### src/rtl/cpu_types_pkg.sv
// Shared CPU types: register/word widths, hazard-controller state encoding and
// the bundle of per-latch pipeline control strobes.
package cpu_types_pkg;

    localparam int REGADDR_W  = 5;
    localparam int WORD_W     = 32;
    localparam int STALLCNT_W = 16;

    typedef logic [REGADDR_W-1:0] regbits_t;
    typedef logic [WORD_W-1:0]    word_t;

    typedef enum logic [1:0] {
        RUN,
        DRAIN,
        HALTED
    } hzd_state_t;

    typedef struct packed {
        logic pc_en;
        logic fd_en;
        logic fd_flush;
        logic de_en;
        logic de_flush;
        logic em_en;
        logic em_flush;
        logic mw_en;
    } pipe_ctrl_t;

    localparam pipe_ctrl_t CTRL_FROZEN = '0;
    localparam pipe_ctrl_t CTRL_FLOW   = '{pc_en: 1'b1, fd_en: 1'b1, fd_flush: 1'b0,
                                           de_en: 1'b1, de_flush: 1'b0, em_en: 1'b1,
                                           em_flush: 1'b0, mw_en: 1'b1};

endpackage

### src/rtl/hazard_ctrl_if.sv
// Bundle between the hazard controller and the datapath: hazard sources in,
// latch/PC strobes and status out.
interface hazard_ctrl_if #(
    parameter int REGADDR_W  = 5,
    parameter int STALLCNT_W = 16
);
    logic                  ihit;
    logic                  dhit;
    logic [REGADDR_W-1:0]  id_rs;
    logic [REGADDR_W-1:0]  id_rt;
    logic                  ex_memread;
    logic [REGADDR_W-1:0]  ex_wsel;
    logic                  ex_pcsrc;
    logic                  mem_dren;
    logic                  mem_dwen;
    logic                  mem_halt;

    logic                  pc_en;
    logic                  fd_en;
    logic                  fd_flush;
    logic                  de_en;
    logic                  de_flush;
    logic                  em_en;
    logic                  em_flush;
    logic                  mw_en;
    logic                  halt;
    logic [STALLCNT_W-1:0] stall_cycles;

    modport hc (
        input  ihit, dhit, id_rs, id_rt, ex_memread, ex_wsel, ex_pcsrc,
               mem_dren, mem_dwen, mem_halt,
        output pc_en, fd_en, fd_flush, de_en, de_flush, em_en, em_flush,
               mw_en, halt, stall_cycles
    );

    modport tb (
        output ihit, dhit, id_rs, id_rt, ex_memread, ex_wsel, ex_pcsrc,
               mem_dren, mem_dwen, mem_halt,
        input  pc_en, fd_en, fd_flush, de_en, de_flush, em_en, em_flush,
               mw_en, halt, stall_cycles
    );

endinterface

### src/rtl/hazard_detect.sv
// Combinational hazard sources: load-use between EX load and ID operands, and
// data-cache wait on an outstanding MEM access.
module hazard_detect #(
    parameter int REGADDR_W = 5
) (
    input  logic                 ex_memread_i,
    input  logic [REGADDR_W-1:0] ex_wsel_i,
    input  logic [REGADDR_W-1:0] id_rs_i,
    input  logic [REGADDR_W-1:0] id_rt_i,
    input  logic                 mem_dren_i,
    input  logic                 mem_dwen_i,
    input  logic                 dhit_i,
    output logic                 loaduse_o,
    output logic                 memwait_o
);

    // Register 0 is hardwired to zero, so a load into it never creates a dependency.
    assign loaduse_o = ex_memread_i && (ex_wsel_i != '0) &&
                       ((ex_wsel_i == id_rs_i) || (ex_wsel_i == id_rt_i));

    assign memwait_o = (mem_dren_i || mem_dwen_i) && !dhit_i;

endmodule

### src/rtl/pipeline_hazard_ctrl.sv
// Pipeline latch/PC control with halt-drain FSM and a saturating stall counter.
// Strobes are combinational from state and hazards; halt and the counter are registered.
module pipeline_hazard_ctrl
    import cpu_types_pkg::*;
#(
    parameter int REGADDR_W  = cpu_types_pkg::REGADDR_W,
    parameter int STALLCNT_W = cpu_types_pkg::STALLCNT_W
) (
    input  logic       CLK,
    input  logic       RST,
    hazard_ctrl_if.hc  bus
);

    hzd_state_t            state_q, state_d;
    logic                  halt_q, halt_d;
    logic [STALLCNT_W-1:0] stall_q, stall_d;
    pipe_ctrl_t            ctrl;
    logic                  loaduse, memwait;

    hazard_detect #(.REGADDR_W(REGADDR_W)) u_detect (
        .ex_memread_i (bus.ex_memread),
        .ex_wsel_i    (bus.ex_wsel),
        .id_rs_i      (bus.id_rs),
        .id_rt_i      (bus.id_rt),
        .mem_dren_i   (bus.mem_dren),
        .mem_dwen_i   (bus.mem_dwen),
        .dhit_i       (bus.dhit),
        .loaduse_o    (loaduse),
        .memwait_o    (memwait)
    );

    always_comb begin
        // NOTE: every combinational output gets a default first so no path infers a latch.
        state_d = state_q;
        ctrl    = CTRL_FROZEN;
        unique case (state_q)
            RUN: begin
                if (memwait) begin
                    ctrl = CTRL_FROZEN;
                end else if (bus.ex_pcsrc) begin
                    ctrl          = CTRL_FLOW;
                    ctrl.fd_flush = 1'b1;
                    ctrl.de_flush = 1'b1;
                end else if (loaduse) begin
                    ctrl          = CTRL_FLOW;
                    ctrl.pc_en    = 1'b0;
                    ctrl.fd_en    = 1'b0;
                    ctrl.de_flush = 1'b1;
                end else if (!bus.ihit) begin
                    ctrl          = CTRL_FLOW;
                    ctrl.pc_en    = 1'b0;
                    ctrl.fd_flush = 1'b1;
                end else begin
                    ctrl = CTRL_FLOW;
                end
                if (bus.mem_halt && !memwait) state_d = DRAIN;
            end
            DRAIN: begin
                // Bubble the front of the pipe while the halt itself moves into WB.
                ctrl          = CTRL_FLOW;
                ctrl.pc_en    = 1'b0;
                ctrl.fd_flush = 1'b1;
                ctrl.de_flush = 1'b1;
                ctrl.em_flush = 1'b1;
                state_d       = HALTED;
            end
            HALTED: begin
                ctrl = CTRL_FROZEN;
            end
            default: begin
                state_d = RUN;
            end
        endcase

        halt_d  = (state_d == HALTED);
        stall_d = stall_q;
        if (state_q == RUN && !ctrl.pc_en && stall_q != '1) begin
            stall_d = stall_q + 1'b1;
        end
    end

    always_ff @(posedge CLK) begin
        // NOTE: state registers use non-blocking assignments so all flops update together.
        if (RST) begin
            state_q <= RUN;
            halt_q  <= 1'b0;
            stall_q <= '0;
        end else begin
            state_q <= state_d;
            halt_q  <= halt_d;
            stall_q <= stall_d;
        end
    end

    assign bus.pc_en        = ctrl.pc_en;
    assign bus.fd_en        = ctrl.fd_en;
    assign bus.fd_flush     = ctrl.fd_flush;
    assign bus.de_en        = ctrl.de_en;
    assign bus.de_flush     = ctrl.de_flush;
    assign bus.em_en        = ctrl.em_en;
    assign bus.em_flush     = ctrl.em_flush;
    assign bus.mw_en        = ctrl.mw_en;
    assign bus.halt         = halt_q;
    assign bus.stall_cycles = stall_q;

endmodule

### src/flat_wrapper.sv
// flat-port wrapper written by rule: the top's interface ports become plain ports
module pipeline_hazard_ctrl_flat import cpu_types_pkg::*;
#(
    parameter int REGADDR_W  = cpu_types_pkg::REGADDR_W,
    parameter int STALLCNT_W = cpu_types_pkg::STALLCNT_W
)
  (CLK, RST, bus_ihit, bus_dhit, bus_id_rs, bus_id_rt, bus_ex_memread, bus_ex_wsel, bus_ex_pcsrc, bus_mem_dren, bus_mem_dwen, bus_mem_halt, bus_pc_en, bus_fd_en, bus_fd_flush, bus_de_en, bus_de_flush, bus_em_en, bus_em_flush, bus_mw_en, bus_halt, bus_stall_cycles);
  hazard_ctrl_if #(.REGADDR_W(REGADDR_W), .STALLCNT_W(STALLCNT_W)) bus_i ();
  input  logic CLK;
  input  logic RST;
  input wire logic [$bits(bus_i.ihit)-1:0] bus_ihit;
  input wire logic [$bits(bus_i.dhit)-1:0] bus_dhit;
  input wire logic [$bits(bus_i.id_rs)-1:0] bus_id_rs;
  input wire logic [$bits(bus_i.id_rt)-1:0] bus_id_rt;
  input wire logic [$bits(bus_i.ex_memread)-1:0] bus_ex_memread;
  input wire logic [$bits(bus_i.ex_wsel)-1:0] bus_ex_wsel;
  input wire logic [$bits(bus_i.ex_pcsrc)-1:0] bus_ex_pcsrc;
  input wire logic [$bits(bus_i.mem_dren)-1:0] bus_mem_dren;
  input wire logic [$bits(bus_i.mem_dwen)-1:0] bus_mem_dwen;
  input wire logic [$bits(bus_i.mem_halt)-1:0] bus_mem_halt;
  output wire logic [$bits(bus_i.pc_en)-1:0] bus_pc_en;
  output wire logic [$bits(bus_i.fd_en)-1:0] bus_fd_en;
  output wire logic [$bits(bus_i.fd_flush)-1:0] bus_fd_flush;
  output wire logic [$bits(bus_i.de_en)-1:0] bus_de_en;
  output wire logic [$bits(bus_i.de_flush)-1:0] bus_de_flush;
  output wire logic [$bits(bus_i.em_en)-1:0] bus_em_en;
  output wire logic [$bits(bus_i.em_flush)-1:0] bus_em_flush;
  output wire logic [$bits(bus_i.mw_en)-1:0] bus_mw_en;
  output wire logic [$bits(bus_i.halt)-1:0] bus_halt;
  output wire logic [$bits(bus_i.stall_cycles)-1:0] bus_stall_cycles;
  assign bus_i.ihit = bus_ihit;
  assign bus_i.dhit = bus_dhit;
  assign bus_i.id_rs = bus_id_rs;
  assign bus_i.id_rt = bus_id_rt;
  assign bus_i.ex_memread = bus_ex_memread;
  assign bus_i.ex_wsel = bus_ex_wsel;
  assign bus_i.ex_pcsrc = bus_ex_pcsrc;
  assign bus_i.mem_dren = bus_mem_dren;
  assign bus_i.mem_dwen = bus_mem_dwen;
  assign bus_i.mem_halt = bus_mem_halt;
  assign bus_pc_en = bus_i.pc_en;
  assign bus_fd_en = bus_i.fd_en;
  assign bus_fd_flush = bus_i.fd_flush;
  assign bus_de_en = bus_i.de_en;
  assign bus_de_flush = bus_i.de_flush;
  assign bus_em_en = bus_i.em_en;
  assign bus_em_flush = bus_i.em_flush;
  assign bus_mw_en = bus_i.mw_en;
  assign bus_halt = bus_i.halt;
  assign bus_stall_cycles = bus_i.stall_cycles;
  pipeline_hazard_ctrl #(.REGADDR_W(REGADDR_W), .STALLCNT_W(STALLCNT_W)) u_core (.CLK(CLK), .RST(RST), .bus(bus_i));
endmodule
### config.mk
export PLATFORM = sky130hd
export DESIGN_NAME = pipeline_hazard_ctrl_flat
export DESIGN_NICKNAME = d
export VERILOG_FILES = /design/src/rtl/cpu_types_pkg.sv /design/src/rtl/hazard_ctrl_if.sv /design/src/rtl/hazard_detect.sv /design/src/rtl/pipeline_hazard_ctrl.sv /design/src/flat_wrapper.sv
export SDC_FILE = /design/constraint.sdc
export NUM_CORES = 1
export LEC_CHECK = 0
export BUFFER_PORTS_ARGS = -buffer_cell sky130_fd_sc_hd__clkbuf_2
export CAP_MARGIN = 20
export CORE_UTILIZATION = 47
export CTS_CLUSTER_DIAMETER = 150
export DETAILED_ROUTE_END_ITERATION = 12
export HOLD_SLACK_MARGIN = 0.15
export MAX_ROUTING_LAYER = met4
export PLACE_DENSITY = 0.78
export SYNTH_ARGS = -nofsm -noshare
export SYNTH_HDL_FRONTEND = slang
export SYNTH_SLANG_ARGS = --single-unit
### constraint.sdc
create_clock -name CLK -period 2.6 [get_ports CLK]
set_clock_uncertainty 0.05 [all_clocks]
set_input_delay 0.52 -clock CLK [delete_from_list [all_inputs] [get_ports CLK]]
set_output_delay 0.52 -clock CLK [all_outputs]
set_load 0.1 [all_outputs]
==> results of run 1 <==
worst register-to-register path, stage by stage (launching register included):
cell,delay (ns)
dfxtp_2,0.36
ha_1,0.23
nand3_2,0.13
nor2_1,0.11
a41oi_2,0.22
o21ai_1,0.11
and2_4,0.26
nor3_1,0.27
mux2_2,0.36
metal layers:
metal | global-route usage, % | part of all wire [%]
met1 | 28.5 | 44
met2 | 38.2 | 51
met3 | 6.67 | 3.1
met4 | 7.89 | 1.7
met5 | - | 0
sequential cells by signal, indices dropped and copies added (netlist names):
name                     flops
u_core.bus.halt              1
u_core.bus.stall_cycles     16
u_core.state_q               2
synth_stat cells (4+ instances only):
library cell / number / area (um^2)
ha_1: 5 / 62.6
a21oi_1: 11 / 55.1
xnor2_1: 11 / 96.3
inv_1: 4 / 15.0
dfxtp_1: 19 / 380
nor2b_1: 7 / 43.8
o21ai_1: 10 / 50.1
nand2_1: 9 / 33.8
nor2_1: 15 / 56.3
nand3_1: 8 / 40.0
or3_1: 8 / 50.1
stage by stage:
stage / cells / instance area [um^2] / util, % / total power (W) / setup WS (ns)
after floorplan: 145 / 1260 / - / 0.000795 / -0.623
after detailed placement: 220 / 1590 / 69.1 / 0.000907 / -0.0511
after global routing: 224 / 1630 / 71.1 / 0.00110 / -0.0269
final: 224 / 1630 / 71.1 / 0.00106 / 0.0189
after CTS: 224 / 1620 / 70.5 / 0.00106 / 0.00476
after global placement: 220 / 1590 / 69.1 / 0.000894 / 0.0110
power by group through the flow:
stage	Sequential, W	Clock (W)	Combinational [W]
floorplan	0.000421	0	0.000375
global placement	0.000331	0	0.000563
detailed placement	0.000334	0	0.000573
CTS	0.000327	0.000158	0.000574
global route	0.000329	0.000171	0.000600
finish	0.000327	0.000158	0.000576
cell families (layout without fill, tap and decap cells):
kind of cell	after synthesis	after routing	synth area share (%)
buffers and inverters	11	62	5.69
muxes	4	4	3.69
and+or+nand+nor	62	62	28.3
adders and majority gates	5	5	5.27
xor gates and xnor gates	12	12	8.85
DFF	19	19	32.0
AOI/OAI and AO/OA	32	32	16.1
final cells by class:
type                            instances  area share, %
Multi-Input combinational cell        115           49.6
Sequential cell                        19           24.2
Timing Repair Buffer                   54           21.5
Tap cell                               28           2.15
Clock buffer                            4           1.61
Inverter                                4          0.920
path summary, 6_finish.rpt:
check | startpoint | end | slack (ns) | cells after the start
max | bus_ex_wsel[1] | bus_fd_flush | 0.02 | 8
min | u_core.bus.stall_cycles[6] | u_core.bus.stall_cycles[6] | 0.46 | 2
max reg2reg | u_core.bus.stall_cycles[0] | u_core.bus.stall_cycles[13] | 0.40 | 8
min reg2reg | u_core.bus.stall_cycles[6] | u_core.bus.stall_cycles[6] | 0.46 | 2
repair_timing:
action                                  4_1_cts  5_1_grt
pin swaps                                     1        3
gates resized for setup                       2        3
endpoints found under the setup margin        1        2
gates cloned                                  0        0
hold buffers                                  0        0
==> flow_summary.json, run 1 <==
{
  "outcome": "finished, final reports clean",
  "max_slew_margin_pct": 63.4,
  "avgSynthCellArea_um2": 8.19,
  "slowest_stage": "or4_4",
  "fillers": 178,
  "grt_pass1_wl_mm": 4.62,
  "fmax_mhz": 387,
  "swShare_pct": 49.7,
  "power.switching_w": 0.000527,
  "vias": 1205,
  "clkTransAtPathRegs_ns": 0.11,
  "die_h_um": 52.3,
  "post_cts_buffers": 0,
  "antenna_found_initial": 0,
  "cts_tree": "done",
  "finalHoldViolations": 0,
  "grt_max_degree": 26,
  "cts.sinks": 19,
  "synth_warnings": 0,
  "cp_cell_sequence": "buf_6 -> or4_4 -> o21ai_2 -> nand2b_4 -> nor2_4 -> o21bai_4 -> a21boi_4 -> buf_12",
  "pin_count": 49,
  "clock_latency_ns": 0.32,
  "avgRoutedWirePerCell_um": 12.7,
  "hp-class": "reg -> reg",
  "initial_core_util_pct": 51.7,
  "seqCellArea_um2": 395,
  "finalCritPeriodShare_pct": 99.3,
  "ys_types": 34,
  "setup_tns_ns": 0,
  "end_kind": "output pin",
  "synth_nets": 174,
  "arrival_ns": 2.01,
  "seqPwrFrac_pct": 30.8,
  "crit_type": "in -> out",
  "cp-start-kind": "input port",
  "power.internal_w": 0.000534,
  "layout.nets": 226,
  "routed_wl_mm": 2.85,
  "drv_slew": 0,
  "dieWidth_um": 52.3,
  "synth_seq_cells": 19,
  "crit_buf_inv": 2,
  "htree_levels": 1,
  "irDropWorstVdd_mv": 0.715,
  "mostFrequentLayoutCells": "clkbuf_2, nor2_1, dfxtp_2, xnor2_1, a21oi_1",
  "cts_root_buf": "clkbuf_4",
  "port_buffers": 48,
  "overflow": 0,
  "areaGrowthSynthToFinish_pct": 37.5,
  "leakagePower_nw": 0.676,
  "synth_edf_count": 0,
  "multi_input_area_um2": 810,
  "first_pass_iters": 4,
  "clkPwrFrac_pct": 14.9,
  "crit_family": "simple AND/OR/NAND/NOR gates",
  "synth-main-ff-cell": "dfxtp_1",
  "p_comb_share_pct": 54.3,
  "cts_buffers": 3,
  "finalSetupViolations": 0,
  "fp.coreArea_um2": 2300,
  "drcViolationCount": 0,
  "mostFrequentLayoutCell": "clkbuf_2",
  "maxCapViolations": 0,
  "die_area_um2": 2730,
  "grt_pass1_vias": 1049,
  "drt_iter0_markers": 19,
  "tightest_slew_ns": 0.552,
  "rsz0062_at_grt": "yes",
  "cts.path.max_buffers": 2,
  "dp_hpwl_mm": 2.23,
  "netlist_instances": 145,
  "max_stage_delay_ns": 0.52,
  "syn_area_um2": 1190,
  "drive_above_1_share_pct": 44.9,
  "ys_async_sr_fraction_pct": 0,
  "synth_seq_area_share_pct": 32.0,
  "drt.antenna.violating_nets": 0,
  "rows": 17,
  "avgViaCountPerCell": 5.38,
  "num_antenna_cells": 0,
  "fin_hold_ws_ns": 0.455,
  "p_per_area_nw_per_um2": 650,
  "period_minus_slack_ns": 2.58,
  "gp_congestion": 0.795,
  "worstPathMaxFanout": 2,
  "grt_use_total_pct": 23.7,
  "cp.required_ns": 2.03
}
Note: power is estimated with default switching activity, not from simulation.
==> run 2, diff against run 1 <==
Settings changed: CORE_UTILIZATION 47 to 43, PLACE_DENSITY 0.78 to 0.76.
Clock period 2.6 ns to 2.3 ns, I/O delays scaled along.
==> flow_summary.json, run 2 (same netlist as run 1, synthesis figures left out) <==
{
  "outcome": "finished, violations left",
  "violations": "negative setup slack",
  "fin_hold_ws_ns": 0.468,
  "tightest_slew_ns": 0.555,
  "period_minus_slack_ns": 2.47,
  "cts.path.max_buffers": 2,
  "rsz0062_at_grt": "yes",
  "arrival_ns": 1.96,
  "clock_latency_ns": 0.31,
  "drt.antenna.violating_nets": 0,
  "maxCapViolations": 0,
  "cts.sinks": 19,
  "hold_buffers": 0,
  "routed_wl_mm": 3.06,
  "finalCritPeriodShare_pct": 108,
  "overflow": 0,
  "slowest_stage": "or4_4",
  "clkPwrFrac_pct": 13.8,
  "rows": 18,
  "swShare_pct": 48.5,
  "p_per_area_nw_per_um2": 712,
  "finalSetupViolations": 4,
  "crit_buf_inv": 2,
  "r2r-start": "u_core.bus.stall_cycles[0]",
  "critical_path_depth": 8,
  "fin_util_pct": 69.5,
  "cp.required_ns": 1.79,
  "crit_type": "in -> out",
  "layout.nets": 235,
  "fp.coreArea_um2": 2540,
  "cp-start-kind": "input port",
  "power.internal_w": 0.000648,
  "max_slew_margin_pct": 63.2,
  "antenna_found_initial": 0,
  "grt_pass1_wl_mm": 4.74,
  "cts_root_buf": "clkbuf_4",
  "cts_tree": "done",
  "seqPwrFrac_pct": 29.2,
  "grt_use_total_pct": 22.7,
  "drive_above_1_share_pct": 51.7,
  "startpoint": "bus_ex_wsel[2]",
  "hp-class": "reg -> reg",
  "dieWidth_um": 54.6,
  "cp-endpoint": "bus_fd_flush",
  "mostFrequentLayoutCell": "clkbuf_2",
  "drcViolationCount": 0,
  "largest_register_ffs": 16,
  "crit_family": "simple AND/OR/NAND/NOR gates",
  "vias": 1260,
  "first_pass_iters": 4,
  "power.switching_w": 0.000611,
  "grt_max_degree": 22,
  "die_area_um2": 2980,
  "avgRoutedWirePerCell_um": 13.0,
  "clkTransAtPathRegs_ns": 0.10,
  "p_total_w": 0.00126,
  "leakagePower_nw": 0.751,
  "areaGrowthSynthToFinish_pct": 49.0,
  "dp_slack_ns": -0.222,
  "gp_congestion": 0.773,
  "port_buffers": 48,
  "drt_iter0_markers": 21,
  "finalHoldViolations": 0,
  "max_stage_delay_ns": 0.52,
  "cp_cell_sequence": "buf_6 -> or4_4 -> o21ai_2 -> nand2b_4 -> nor2_4 -> o21bai_4 -> a21boi_4 -> buf_12",
  "setup_slack_ns": -0.173,
  "r2r_cells": 8,
  "pin_count": 49,
  "fmax_mhz": 404,
  "stdcell_count": 235,
  "mostFrequentLayoutCells": "clkbuf_2, buf_4, nor2_1, a21oi_1",
  "avgViaCountPerCell": 5.36,
  "drv_slew": 0,
  "p_comb_share_pct": 57.0,
  "irDropWorstVdd_mv": 0.829,
  "grt_pass1_vias": 1140,
  "r2r-end": "u_core.bus.stall_cycles[5]",
  "dp_hpwl_mm": 2.34,
  "end_kind": "output pin",
  "worstPathMaxFanout": 2,
  "die_h_um": 54.6,
  "reg2reg_slack_ns": 0.08,
  "num_antenna_cells": 0,
  "initial_core_util_pct": 46.7,
  "place_inst": 227,
  "cts_buffers": 3,
  "htree_levels": 1
}
[run 2: cell count changes in the layout (fill, tap and decap cells not counted), moves of 2 or more]
| cell | change |
|---|---|
| dfxtp_1 | -2 |
| dfxtp_2 | -5 |
| xnor2_1 | -4 |
| xnor2_2 | +4 |
| dfxtp_4 | +7 |
| buf_4 | +7 |
| buf_6 | +2 |
[run 2: power by group through the flow]
| stage | registers, W | clock network, W | logic [W] |
|---|---|---|---|
| floorplan | 0.000473 | 0 | 0.000423 |
| global route | 0.000370 | 0.000192 | 0.000751 |
| finish | 0.000368 | 0.000174 | 0.000718 |
| global placement | 0.000373 | 0 | 0.000658 |
| CTS | 0.000367 | 0.000176 | 0.000691 |
| detailed placement | 0.000375 | 0 | 0.000672 |
[run 2: worst reg2reg max path, cell delays in order (launching register included)]
cell and delay (ns):
dfxtp_4 0.38, ha_1 0.23, nand3_2 0.14, nor2_2 0.09
a41oi_2 0.23, nand3_1 0.12, and2_4 0.23, or4_1 0.52
a21oi_1 0.17
[run 2: repair_timing]
action	CTS	global route
gates resized for setup	6	6
setup buffers	1	4
endpoints found under the setup margin	4	6
pin swaps	3	2
[run 2: routing by layer]
layer	GRT usage [%]	vias up	wire length [um]
li1	-	627	-
met1	25.2	593	1260
met2	41.5	35	1640
met3	5.83	5	136
met4	2.99	0	19
met5	-	-	0
[run 2: final cells by class]
type	count	area (um^2)
inverter	4	15.0
tap	30	37.5
multi-input combinational	115	847
clock inverter	1	5.00
fill	208	776
clock buffer	3	22.5
timing repair buffer	63	427
sequential	19	415
[run 2: worst min path at each step]
stage / end / startpoint / cells past startpoint / slack (ns)
after floorplan: u_core.bus.halt / u_core.state_q[1] / 3 / 0.57
after global placement: u_core.bus.stall_cycles[6] / u_core.bus.stall_cycles[6] / 2 / 0.42
after detailed placement: u_core.bus.stall_cycles[5] / u_core.bus.stall_cycles[5] / 2 / 0.45
after CTS: u_core.bus.stall_cycles[5] / u_core.bus.stall_cycles[5] / 2 / 0.47
after global routing: u_core.bus.stall_cycles[6] / u_core.bus.stall_cycles[6] / 2 / 0.49
final: u_core.bus.stall_cycles[12] / u_core.bus.stall_cycles[12] / 2 / 0.47
[run 2: stage by stage]
stage	instance area, um^2	TNS (ns)
after floorplan	1280	-1.92
after global placement	1650	-0.390
after detailed placement	1650	-0.639
after CTS	1720	-0.411
after global routing	1770	-0.731
final	1770	-0.451
